[config.mk]
export PLATFORM = sky130hd
export DESIGN_NAME = crc_frame_sequencer
export DESIGN_NICKNAME = d
export VERILOG_FILES = /design/src/rtl/crc_frame_sequencer.sv
export SDC_FILE = /design/constraint.sdc
export NUM_CORES = 1
export LEC_CHECK = 0
export CORE_MARGIN = 1.5
export CORE_UTILIZATION = 49
export CTS_BUF_LIST = sky130_fd_sc_hd__clkbuf_2
export CTS_CLUSTER_DIAMETER = 50
export DETAILED_ROUTE_END_ITERATION = 10
export PLACE_DENSITY = 0.91
export RECOVER_POWER = 100
export SYNTH_ARGS = -nofsm -noshare
export SYNTH_HDL_FRONTEND = slang
export SYNTH_SLANG_ARGS = --single-unit
[constraint.sdc]
create_clock -name clk -period 2.45 [get_ports clk]
set_input_delay 0.49 -clock clk [delete_from_list [all_inputs] [get_ports clk]]
set_output_delay 0.49 -clock clk [all_outputs]
set_load 0.05 [all_outputs]
[src/rtl/crc_frame_sequencer.sv]
// Feeds byte frames bit-serially into an external crc_calc engine, appends CRC_WIDTH
// augmentation zeros and returns the engine remainder on a valid/ready result port.
module crc_frame_sequencer #(
    parameter int CRC_WIDTH = 8,
    parameter bit LSB_FIRST = 1'b0
) (
    input  logic                 clk,
    input  logic                 rst_n,
    input  logic [CRC_WIDTH-1:0] cfg_init,
    input  logic [CRC_WIDTH-1:0] cfg_poly,
    input  logic [7:0]           s_data,
    input  logic                 s_last,
    input  logic                 s_valid,
    output logic                 s_ready,
    output logic [CRC_WIDTH-1:0] m_crc,
    output logic                 m_valid,
    input  logic                 m_ready,
    output logic                 err_underrun,
    output logic                 eng_rst_n,
    output logic                 eng_data,
    output logic [CRC_WIDTH-1:0] eng_init,
    output logic [CRC_WIDTH-1:0] eng_poly,
    input  logic [CRC_WIDTH-1:0] eng_crc,
    output logic [2:0]           dbg_state
);

    localparam logic [2:0] ST_IDLE    = 3'd0;
    localparam logic [2:0] ST_SHIFT   = 3'd1;
    localparam logic [2:0] ST_AUGMENT = 3'd2;
    localparam logic [2:0] ST_CAPTURE = 3'd3;
    localparam logic [2:0] ST_DONE    = 3'd4;

    localparam int AW = $clog2(CRC_WIDTH + 1);

    logic [2:0]           state_q, state_d;
    logic [7:0]           shift_q, shift_d;
    logic                 last_q, last_d;
    logic [7:0]           hold_data_q, hold_data_d;
    logic                 hold_last_q, hold_last_d;
    logic                 hold_valid_q, hold_valid_d;
    logic [2:0]           bit_cnt_q, bit_cnt_d;
    logic [AW-1:0]        aug_cnt_q, aug_cnt_d;
    logic [CRC_WIDTH-1:0] init_q, init_d;
    logic [CRC_WIDTH-1:0] poly_q, poly_d;
    logic [CRC_WIDTH-1:0] crc_q, crc_d;
    logic                 err_q, err_d;
    logic                 rdy;
    logic                 s_accept;
    logic                 cur_bit;

    // Both ports: a transfer happens at a rising clk edge where valid & ready are both high;
    // valid must not depend on ready, and ready never depends on valid.
    always_comb begin
        rdy = 1'b0;
        case (state_q)
            ST_IDLE:  rdy = 1'b1;
            ST_SHIFT: begin
                if (last_q)
                    rdy = 1'b0;
                else if (bit_cnt_q == 3'd7)
                    rdy = hold_valid_q & ~hold_last_q;  // hold drains this edge, refill allowed
                else
                    rdy = ~hold_valid_q;
            end
            default:  rdy = 1'b0;
        endcase
    end

    assign s_ready  = rst_n & rdy;
    assign s_accept = s_valid & s_ready;
    assign cur_bit  = LSB_FIRST ? shift_q[bit_cnt_q] : shift_q[3'd7 - bit_cnt_q];

    always_comb begin
        state_d      = state_q;
        shift_d      = shift_q;
        last_d       = last_q;
        hold_data_d  = hold_data_q;
        hold_last_d  = hold_last_q;
        hold_valid_d = hold_valid_q;
        bit_cnt_d    = bit_cnt_q;
        aug_cnt_d    = aug_cnt_q;
        init_d       = init_q;
        poly_d       = poly_q;
        crc_d        = crc_q;
        err_d        = 1'b0;
        case (state_q)
            ST_IDLE: begin
                if (s_accept) begin
                    shift_d   = s_data;
                    last_d    = s_last;
                    init_d    = cfg_init;
                    poly_d    = cfg_poly;
                    bit_cnt_d = 3'd0;
                    state_d   = ST_SHIFT;
                end
            end
            ST_SHIFT: begin
                bit_cnt_d = bit_cnt_q + 3'd1;
                if (bit_cnt_q == 3'd7) begin
                    if (last_q) begin
                        aug_cnt_d = '0;
                        state_d   = ST_AUGMENT;
                    end else if (hold_valid_q) begin
                        shift_d      = hold_data_q;
                        last_d       = hold_last_q;
                        hold_valid_d = 1'b0;
                    end else begin
                        err_d   = 1'b1;
                        state_d = ST_IDLE;
                    end
                end
                // Placed after the drain so a same-edge refill keeps the hold buffer full.
                if (s_accept) begin
                    hold_data_d  = s_data;
                    hold_last_d  = s_last;
                    hold_valid_d = 1'b1;
                end
            end
            ST_AUGMENT: begin
                aug_cnt_d = aug_cnt_q + AW'(1);
                if (aug_cnt_q == AW'(CRC_WIDTH - 1))
                    state_d = ST_CAPTURE;
            end
            ST_CAPTURE: begin
                crc_d   = eng_crc;
                state_d = ST_DONE;
            end
            ST_DONE: begin
                if (m_ready)
                    state_d = ST_IDLE;
            end
            default: state_d = ST_IDLE;
        endcase
    end

    always_ff @(posedge clk) begin
        if (!rst_n) begin
            state_q      <= ST_IDLE;
            shift_q      <= 8'h00;
            last_q       <= 1'b0;
            hold_data_q  <= 8'h00;
            hold_last_q  <= 1'b0;
            hold_valid_q <= 1'b0;
            bit_cnt_q    <= 3'd0;
            aug_cnt_q    <= '0;
            init_q       <= '0;
            poly_q       <= '0;
            crc_q        <= '0;
            err_q        <= 1'b0;
        end else begin
            state_q      <= state_d;
            shift_q      <= shift_d;
            last_q       <= last_d;
            hold_data_q  <= hold_data_d;
            hold_last_q  <= hold_last_d;
            hold_valid_q <= hold_valid_d;
            bit_cnt_q    <= bit_cnt_d;
            aug_cnt_q    <= aug_cnt_d;
            init_q       <= init_d;
            poly_q       <= poly_d;
            crc_q        <= crc_d;
            err_q        <= err_d;
        end
    end

    // Engine runs only while bits are being fed; held in reset otherwise so it never drifts.
    assign eng_rst_n    = rst_n & ((state_q == ST_SHIFT) | (state_q == ST_AUGMENT));
    assign eng_data     = rst_n & (state_q == ST_SHIFT) & cur_bit;
    assign eng_init     = init_q;
    assign eng_poly     = poly_q;
    assign m_crc        = crc_q;
    assign m_valid      = rst_n & (state_q == ST_DONE);
    assign err_underrun = err_q;
    assign dbg_state    = state_q;

endmodule
==> After elaboration in Yosys (flattened, before gate mapping) <==
Index checks and enable logic that the tools add are counted.
{ "classes": {"addsub": 3, "n_lt_le_gt_ge": 1, "n_eq_ne": 15, "n_mux": 31, "bitwise_logic": 13, "n_reduce_logical": 13} }
{ "op_table": {"columns": ["operator", "n"], "rows": [
  ["$mux W8", 4],
  ["$mux W3", 7],
  ["$pmux W8 S2", 1],
  ["$pmux W3 S5", 1],
  ["$ne A2 B2 Y1 const B", 7],
  ["$mux W1", 11],
  ["$reduce_and A5 Y1", 2],
  ["$reduce_and A3 Y1", 3],
  ["$mux W4", 2],
  ["$pmux W4 S2", 1],
  ["$and A1 B1 Y1", 7],
  ["$eq A3 B2 Y1 const B", 2],
  ["$eq A3 B3 Y1 const B", 2],
  ["$pmux W3 S2", 1],
  ["$reduce_and A2 Y1", 3],
  ["$reduce_bool A2 Y1", 3],
  ["$not A1 Y1", 5],
  ["$add A4 B1 Y4 const B", 1],
  ["$eq A4 B3 Y1 const B", 1],
  ["$lt A3 B4 Y1 const B", 1],
  ["$pmux W1 S2", 2],
  ["$reduce_or A4 Y1", 1],
  ["$add A3 B1 Y3 const B", 1],
  ["$bmux W1 S3", 1],
  ["other kinds (6)", 6]
]} }
{ "totals": {"regBits": 54} }

==> Depth between registers and ports, before layout <==
Gate-level depths: netlist (run 1).
{ "depth": {"word_depth": 9, "depth_mapped": 7, "ltp_nobuf": 6} }

==> Worst setup path before layout (run 1) <==
Ideal clock, no wire load.
{ "synth_timing": {"path_type": "register -> output", "startpoint": "register state_q[0] (netlist: dbg_state[0])", "endpoint": "output m_valid", "arrival_time_ns": 2.730, "slack_ns": -0.770, "path_stages_with_launch": 5, "path_buffers": 3, "cell_sequence": "dfxtp_1 -> buf_4 -> buf_2 -> buf_1 -> nor4b_1"} }
{ "synth_via": {"elab_chain_len": 2} }
{ "synth_lines": {"columns": ["item", "line", "source"], "rows": [
  ["start, declared", "35", "logic [2:0] state_q, state_d;"],
  ["start signal, assigned", "151", "state_q <= state_d;"],
  ["$eq A3 B3 Y1", "172", "assign m_valid = rst_n & (state_q == ST_DONE);"],
  ["$and A1 B1 Y1", "172", null],
  ["end, declared", "16", "output logic m_valid,"]
]} }
Every way passes these cells.

==> Final worst setup path (run 1) <==
{ "layout_timing": {"startpoint": "register bit_cnt_q[0]", "endpoint": "output eng_data"} }
{ "layout_via": {"elab_chain_len": 4} }
{ "layout_lines": {"columns": ["item", "line", "source"], "rows": [
  ["start, declared", "41", "logic [2:0] bit_cnt_q, bit_cnt_d;"],
  ["start signal, assigned", "157", "bit_cnt_q <= bit_cnt_d;"],
  ["$sub A3 B3 Y3", "71", "assign cur_bit = LSB_FIRST ? shift_q[bit_cnt_q] : shift_q[3'd7 - bit_cnt_q];"],
  ["$bmux W1 S3", "71", null],
  ["$mux W1 (implied by the code)", "71", null],
  ["$and A1 B1 Y1", "168", "assign eng_data = rst_n & (state_q == ST_SHIFT) & cur_bit;"],
  ["end, declared", "20", "output logic eng_data,"]
]} }
Every way passes these cells. The select of a mux whose other input is x is not followed.

==> results.toml, run 1 <==
[clock_tree]
clk_pin_slew_ns = 0.27
cts_tree = "done"
ctsHtreeMaxLevel = 2
cts_made_buffers = 5
clk-insertion-delay-late_ns = 0.45
hold_buffers = 0
cts_max_path_buffers = 2
cts_root_buf = "clkbuf_2"
cts.sinks = 54

[synth]
synthAdderAreaFrac_pct = 1.57
yosysTopAreaCellShare_pct = 45.2
synth.distinct_cells = 46
synth_warnings = 0
synth_flop_cell = "dfxtp_1"
synthTopCellsByCount = "54 x dfxtp_1, 54 x nand2_1, 36 x a21oi_1"
synth_compound_area_share_pct = 19.7
syn_nets = 327
synth_area_leaders = "dfxtp_1 45%, nand2_1 8.5%, a21oi_1 7.5%"
synth-edff-count = 0
synthSimpleGateAreaFrac_pct = 25.4
synth_cells = 287
syn_avg_cell_area_um2 = 8.34
synth.mux.area_fraction_pct = 2.30
syn_area_um2 = 2390
synth_seq_cells = 54
synth_top_family_by_area = "simple AND/OR/NAND/NOR gates"
synth_xor_area_share_pct = 0
synth_largest_area_cell = "dfxtp_1"
seq_area_frac_synth_pct = 45.2
async_flop_share_pct = 0

[sta]
finalClockSkew_ns = 0.0274
fmax_mhz = 417
fin_setup_tns_ns = 0
finalSetupViolations = 0
period_needed_ns = 2.40
timing.final.max_slew_violations = 0
period_share_pct = 97.9
hold_viol_final = 0
worst_slew_pin_slew_ns = 0.729
relSlewSlack_pct = 51.4
rsz0062_at_grt = "yes"

[die]
die-area_um2 = 5310
dieHeight_um = 72.9
initial_core_util_pct = 50.7
fp.dieW_um = 72.9
io_pins = 69
design.core.area_um2 = 4720
num_rows = 25

[drt]
vias = 2319
met1Wirelength_um = 2400
firstDrtPassIters = 6
wl_per_cell_um = 14.0
route.met2.wl_um = 3140
drt_drc_violations_left = 0
drt-initial-drc-count = 210
ant_nets = 0
wl_met3_um = 329
routed.top_layer = "met4"
drt-total-wl_um = 5940
avgViaCountPerCell = 5.47

[cells_and_area]
fill_cells = 359
area_growth_pct = 38.8
final_design_area_no_fill_um2 = 3320
final_layout_size_suffix_gt1_share_pct = 13.4
diodes = 0
layout.nets = 396

[grt]
grt_util_all_layers_pct = 21.9
antenna_found_initial = 0
grt_max_degree = 40
grt_pass1_vias = 2063
grt_pass1_wl_um = 9290
overflow = 0

[outcome]
outcome = "finished clean"

[worst_setup_path]
worstPathArrival_ns = 1.91
path_max_fanout = 3
critPathLaunchType = "register"
path_class = "register to output port"
cp.required_ns = 1.96
worstSetupEndpointType = "output port"
reg2reg_slack_ns = 0.57

[min_path]
hp-class = "register to register"

[job]
maxCapViolCount = 0

[power]
combPwrFrac_pct = 21.1
p_switching_mw = 0.496
ir_drop_mv = 0.330
intPower_mw = 1.14
leakage_nw = 1.22
pwr_density_cell_nw_per_um2 = 493
power.share.sequential_pct = 57.3
p_sw_share_pct = 30.3
p_clk_share_pct = 21.7

[place]
io_buffers = 68
gp_routability_congestion = 0.892
dpl.hpwl_um = 4040
dpl_cell_area_um2 = 3200
-- placed cells by master (no fill, tap or decap), types with 2 or more instances in the layout --
cell / instances
o21a_1: 2
dlygate4sd2_1: 2
nor2_1: 23
mux4_2: 2
clkbuf_2: 5
nor2_4: 2
and3b_1: 4
ha_4: 2
nor2b_1: 2
nand2_1: 54
nor2_2: 2
inv_1: 9
a311oi_1: 3
a21oi_1: 36
dfxtp_4: 2
nand2b_1: 3
clkdlybuf4s50_1: 61
nand3_1: 19
o21ai_0: 16
clkinv_4: 2
nor3_1: 3
dfxtp_1: 51
buf_12: 5
buf_4: 12
a211oi_2: 2
a211oi_1: 5
-- power groups by stage --
stage	Sequential [mW]	Combinational (mW)	Clock (mW)
2_1_floorplan	0.997	0.148	0
3_3_place_gp	0.951	0.326	0
3_5_place_dp	0.953	0.331	0
4_1_cts	0.936	0.337	0.363
5_1_grt	0.943	0.371	0.396
6_report	0.938	0.345	0.355
-- layout make-up --
class	count	area (um2)	area share [%]
clock buffer	5	25.0	0.753
clock inverter	3	21.3	0.640
multi-input combinational	205	1240	37.3
inverter	9	33.8	1.02
timing repair buffer	81	830	25.0
sequential	54	1090	32.8
tap	67	83.8	2.52
-- sequential cells by signal, indices dropped and copies added, names as in the netlist, 3 cells and up --
signal / cells
aug_cnt_q: 4
bit_cnt_q: 3
dbg_state: 3
eng_init: 8
eng_poly: 8
hold_data_q: 8
m_crc: 8
shift_q: 8
-- critical path, cell delays in order, from the launching register on --
cell     delay (ns)
dfxtp_4        0.44
buf_6          0.11
mux4_2         0.53
mux2i_4        0.18
nor2_4         0.06
buf_12         0.15
-- metal layers --
layer | track usage, % | vias to the layer above
met2 | 38.8 | 88
met1 | 26.5 | 1091
met4 | 6.71 | 0
met5 | 0 | -
li1 | - | 1133
met3 | 4.83 | 7
-- logic make-up after synthesis --
kind of cell / Yosys count
and+or+nand+nor: 126
AOI/OAI and AO/OA: 73
DFF: 54
muxes: 3
adders and majority gates: 3
buffers and inverters: 28
-- per-stage QoR --
step                      hold slack, ns  setup slack [ns]  instances  total power, mW  util (%)
after global placement             0.441             0.281        413             1.28      67.8
after global routing               0.485           -0.0457        424             1.71      70.4
after floorplan                    0.443            0.0586        287             1.14         -
after CTS                          0.474          -0.00951        422             1.64      69.4
final                              0.472            0.0513        424             1.64      70.4
after detailed placement           0.446             0.229        413             1.28      67.8
-- timing repair --
item,4_1_cts,5_1_grt
pin swaps,1,0
setup buffers,1,2
gates resized for setup,9,7
endpoints found under the hold margin,0,0
setup endpoints to repair,4,2
gates cloned,0,0
-- path summary, 6_finish.rpt --
kind | startpoint | end | cells past startpoint
worst max register to register | bit_cnt_q[0]$_SDFFE_PN0P_ | hold_data_q[3]$_SDFFE_PN0P_ | 6
worst min register to register | m_crc[7]$_SDFFE_PN0P_ | m_crc[7]$_SDFFE_PN0P_ | 2
worst max-delay path | bit_cnt_q[0]$_SDFFE_PN0P_ | eng_data | 5
worst min-delay path | m_crc[7]$_SDFFE_PN0P_ | m_crc[7]$_SDFFE_PN0P_ | 2
Power figures use the tool's default switching activity.
==> run 2: changes to the inputs <==
--- a/config.mk
+++ b/config.mk
@@ -5,12 +5,14 @@
 export SDC_FILE = /design/constraint.sdc
 export NUM_CORES = 1
 export LEC_CHECK = 0
+export CELL_PAD_IN_SITES_DETAIL_PLACEMENT = 0
+export CELL_PAD_IN_SITES_GLOBAL_PLACEMENT = 1
 export CORE_MARGIN = 1.5
-export CORE_UTILIZATION = 49
+export CORE_UTILIZATION = 36
 export CTS_BUF_LIST = sky130_fd_sc_hd__clkbuf_2
 export CTS_CLUSTER_DIAMETER = 50
 export DETAILED_ROUTE_END_ITERATION = 10
-export PLACE_DENSITY = 0.91
+export PLACE_DENSITY = 0.92
 export RECOVER_POWER = 100
 export SYNTH_ARGS = -nofsm -noshare
 export SYNTH_HDL_FRONTEND = slang
==> run 2 against run 1 <==
Net effect: largest power group unchanged; final cell count up 3.8%; non-clock buffer count up 6; highest routed layer unchanged; die area up 35%; sequential cell count unchanged.
==> results.toml, run 2 (same netlist as run 1, synthesis figures left out) <==
[outcome]
outcome = "finished clean"

[sta]
timing.final.max_slew_violations = 0
finalSetupViolations = 0
fmax_mhz = 416
finalWorstSetupSlack_ns = 0.0443
period_needed_ns = 2.41
period_share_pct = 98.2
worst_slew_pin_slew_ns = 0.662
hold_viol_final = 0
hold_ws_ns = 0.471
relSlewSlack_pct = 55.9
finalClockSkew_ns = 0.0285
rsz0062_at_grt = "yes"

[worst_setup_path]
crit_slowest_cell = "mux4_2"
reg2reg_slack_ns = 0.49
path_max_fanout = 4
critPathMaxStageDelay_ns = 0.52
cp.required_ns = 1.96
path_cells = "buf_6, mux4_2, mux2i_4, nor2_4, buf_12"
startpoint = "bit_cnt_q[0]$_SDFFE_PN0P_"
r2r-start = "bit_cnt_q[0]$_SDFFE_PN0P_"
path_class = "register to output port"
endpoint = "eng_data"
worstPathArrival_ns = 1.92
timing.rr.end = "aug_cnt_q[2]$_SDFFE_PN0P_"
worstSetupEndpointType = "output port"
reg2reg_depth = 6
worst-path-stages = 5
cp_num_buf_inv = 2
critPathTopFamily = "multiplexers"
critPathLaunchType = "register"

[grt]
grt_pass1_vias = 2102
antenna_found_initial = 0
grt_max_degree = 33
grt_pass1_wl_um = 9800
grt_util_all_layers_pct = 16.9
overflow = 0

[drt]
wl_per_cell_um = 13.6
ant_nets = 0
avgViaCountPerCell = 5.03
vias = 2212
drt-initial-drc-count = 107
drt-total-wl_um = 5970
drt_drc_violations_left = 0
firstDrtPassIters = 4

[clock_tree]
cts_root_buf = "clkbuf_2"
cts_made_buffers = 5
cts_tree = "done"
cts_max_path_buffers = 2
ctsHtreeMaxLevel = 2
hold_buffers = 0
clk_pin_slew_ns = 0.29
cts.sinks = 54
clk-insertion-delay-late_ns = 0.46

[die]
design.core.area_um2 = 6390
initial_core_util_pct = 37.5
num_rows = 29
dieHeight_um = 84.5
die-area_um2 = 7150
fp.dieW_um = 84.5
io_pins = 69

[job]
maxCapViolCount = 0

[power]
ir_drop_mv = 0.242
pwr_density_cell_nw_per_um2 = 516
leakage_nw = 1.23

[cells_and_area]
final_core_util_pct = 53.1
area_growth_pct = 41.8
layout_commonest_cell = "clkdlybuf4s50_1"
fill_cells = 606
final_layout_size_suffix_gt1_share_pct = 13.8
multi_input_area_um2 = 1240
layout.nets = 402
layout_common_cells = "63 x clkdlybuf4s50_1, 54 x nand2_1, 51 x dfxtp_1"
ff_latch_area_um2 = 1090
diodes = 0

[place]
dp_slack_ns = 0.232
io_buffers = 68
gp_routability_congestion = 0.858
dpl.hpwl_um = 4380

[min_path]
min-delay-start = "eng_init[0]$_SDFFE_PN0P_"
hp-class = "register to register"
[run 2: cell count changes in the layout (fill, tap and decap cells not counted), moves of 2 or more]
cell	delta
clkbuf_1	+3
buf_4	+2
clkdlybuf4s50_1	+2
clkinv_4	-2
dlygate4sd2_1	-2
[run 2: per-stage QoR]
stage	TNS, ns	instance area [um2]	power (mW)	instances
floorplan	0	2420	1.14	287
finish	0	3390	1.75	440
detailed placement	0	3260	1.29	429
CTS	0	3380	1.76	439
global route	-0.0624	3390	1.84	440
global placement	0	3260	1.29	429
[run 2: worst register-to-register path: stages (launching register included)]
cell      delay, ns
dfxtp_4        0.43
ha_4           0.16
ha_4           0.16
buf_4          0.15
a311oi_1       0.55
nor3_1         0.16
a31o_2         0.26
[run 2: cell type report]
class	count	share of cell area [%]
multi-input combinational	205	36.4
sequential	54	32.1
timing repair buffer	87	25.6
clock inverter	3	1.25
clock buffer	5	0.737
tap	77	2.84
inverter	9	0.996
[run 2: report_power, final]
group | internal (mW) | total, mW | switching (mW) | leakage, nW
Clock | 0.173 | 0.465 | 0.292 | 0.0410
Sequential | 0.915 | 0.936 | 0.0213 | 0.441
Combinational | 0.160 | 0.349 | 0.189 | 0.750
[run 2: what timing repair did]
action                                  4_1_cts  5_1_grt
resized for setup                            11        5
pin swaps                                     1        1
endpoints found under the setup margin        2        2
setup buffers                                 2        1
gates cloned                                  0        0
[run 2: how the worst min path moves through the flow]
stage	depth (start not counted)	end	slack, ns
2_1_floorplan	1	aug_cnt_q[0]$_SDFFE_PN0P_	0.44
3_3_place_gp	2	eng_poly[6]$_SDFFE_PN0P_	0.44
3_5_place_dp	2	eng_init[0]$_SDFFE_PN0P_	0.45
4_1_cts	2	eng_init[0]$_SDFFE_PN0P_	0.47
5_1_grt	3	eng_poly[7]$_SDFFE_PN0P_	0.48
6_report	2	eng_init[0]$_SDFFE_PN0P_	0.47
[run 2: routing by layer]
| metal | track usage [%] | share of wire (%) |
|---|---|---|
| met2 | 30.0 | 52 |
| met5 | 0 | 0 |
| met4 | 4.84 | 1.8 |
| met3 | 3.54 | 3.7 |
| met1 | 20.6 | 43 |
==> run 3: changes to the inputs <==
--- a/config.mk
+++ b/config.mk
@@ -13,7 +13,7 @@
 export CTS_CLUSTER_DIAMETER = 50
 export DETAILED_ROUTE_END_ITERATION = 10
 export PLACE_DENSITY = 0.92
-export RECOVER_POWER = 100
+export RECOVER_POWER = 50
 export SYNTH_ARGS = -nofsm -noshare
 export SYNTH_HDL_FRONTEND = slang
 export SYNTH_SLANG_ARGS = --single-unit
==> results of run 3 <==
No change in the layout: final DEF, timing and power equal those of run 2.
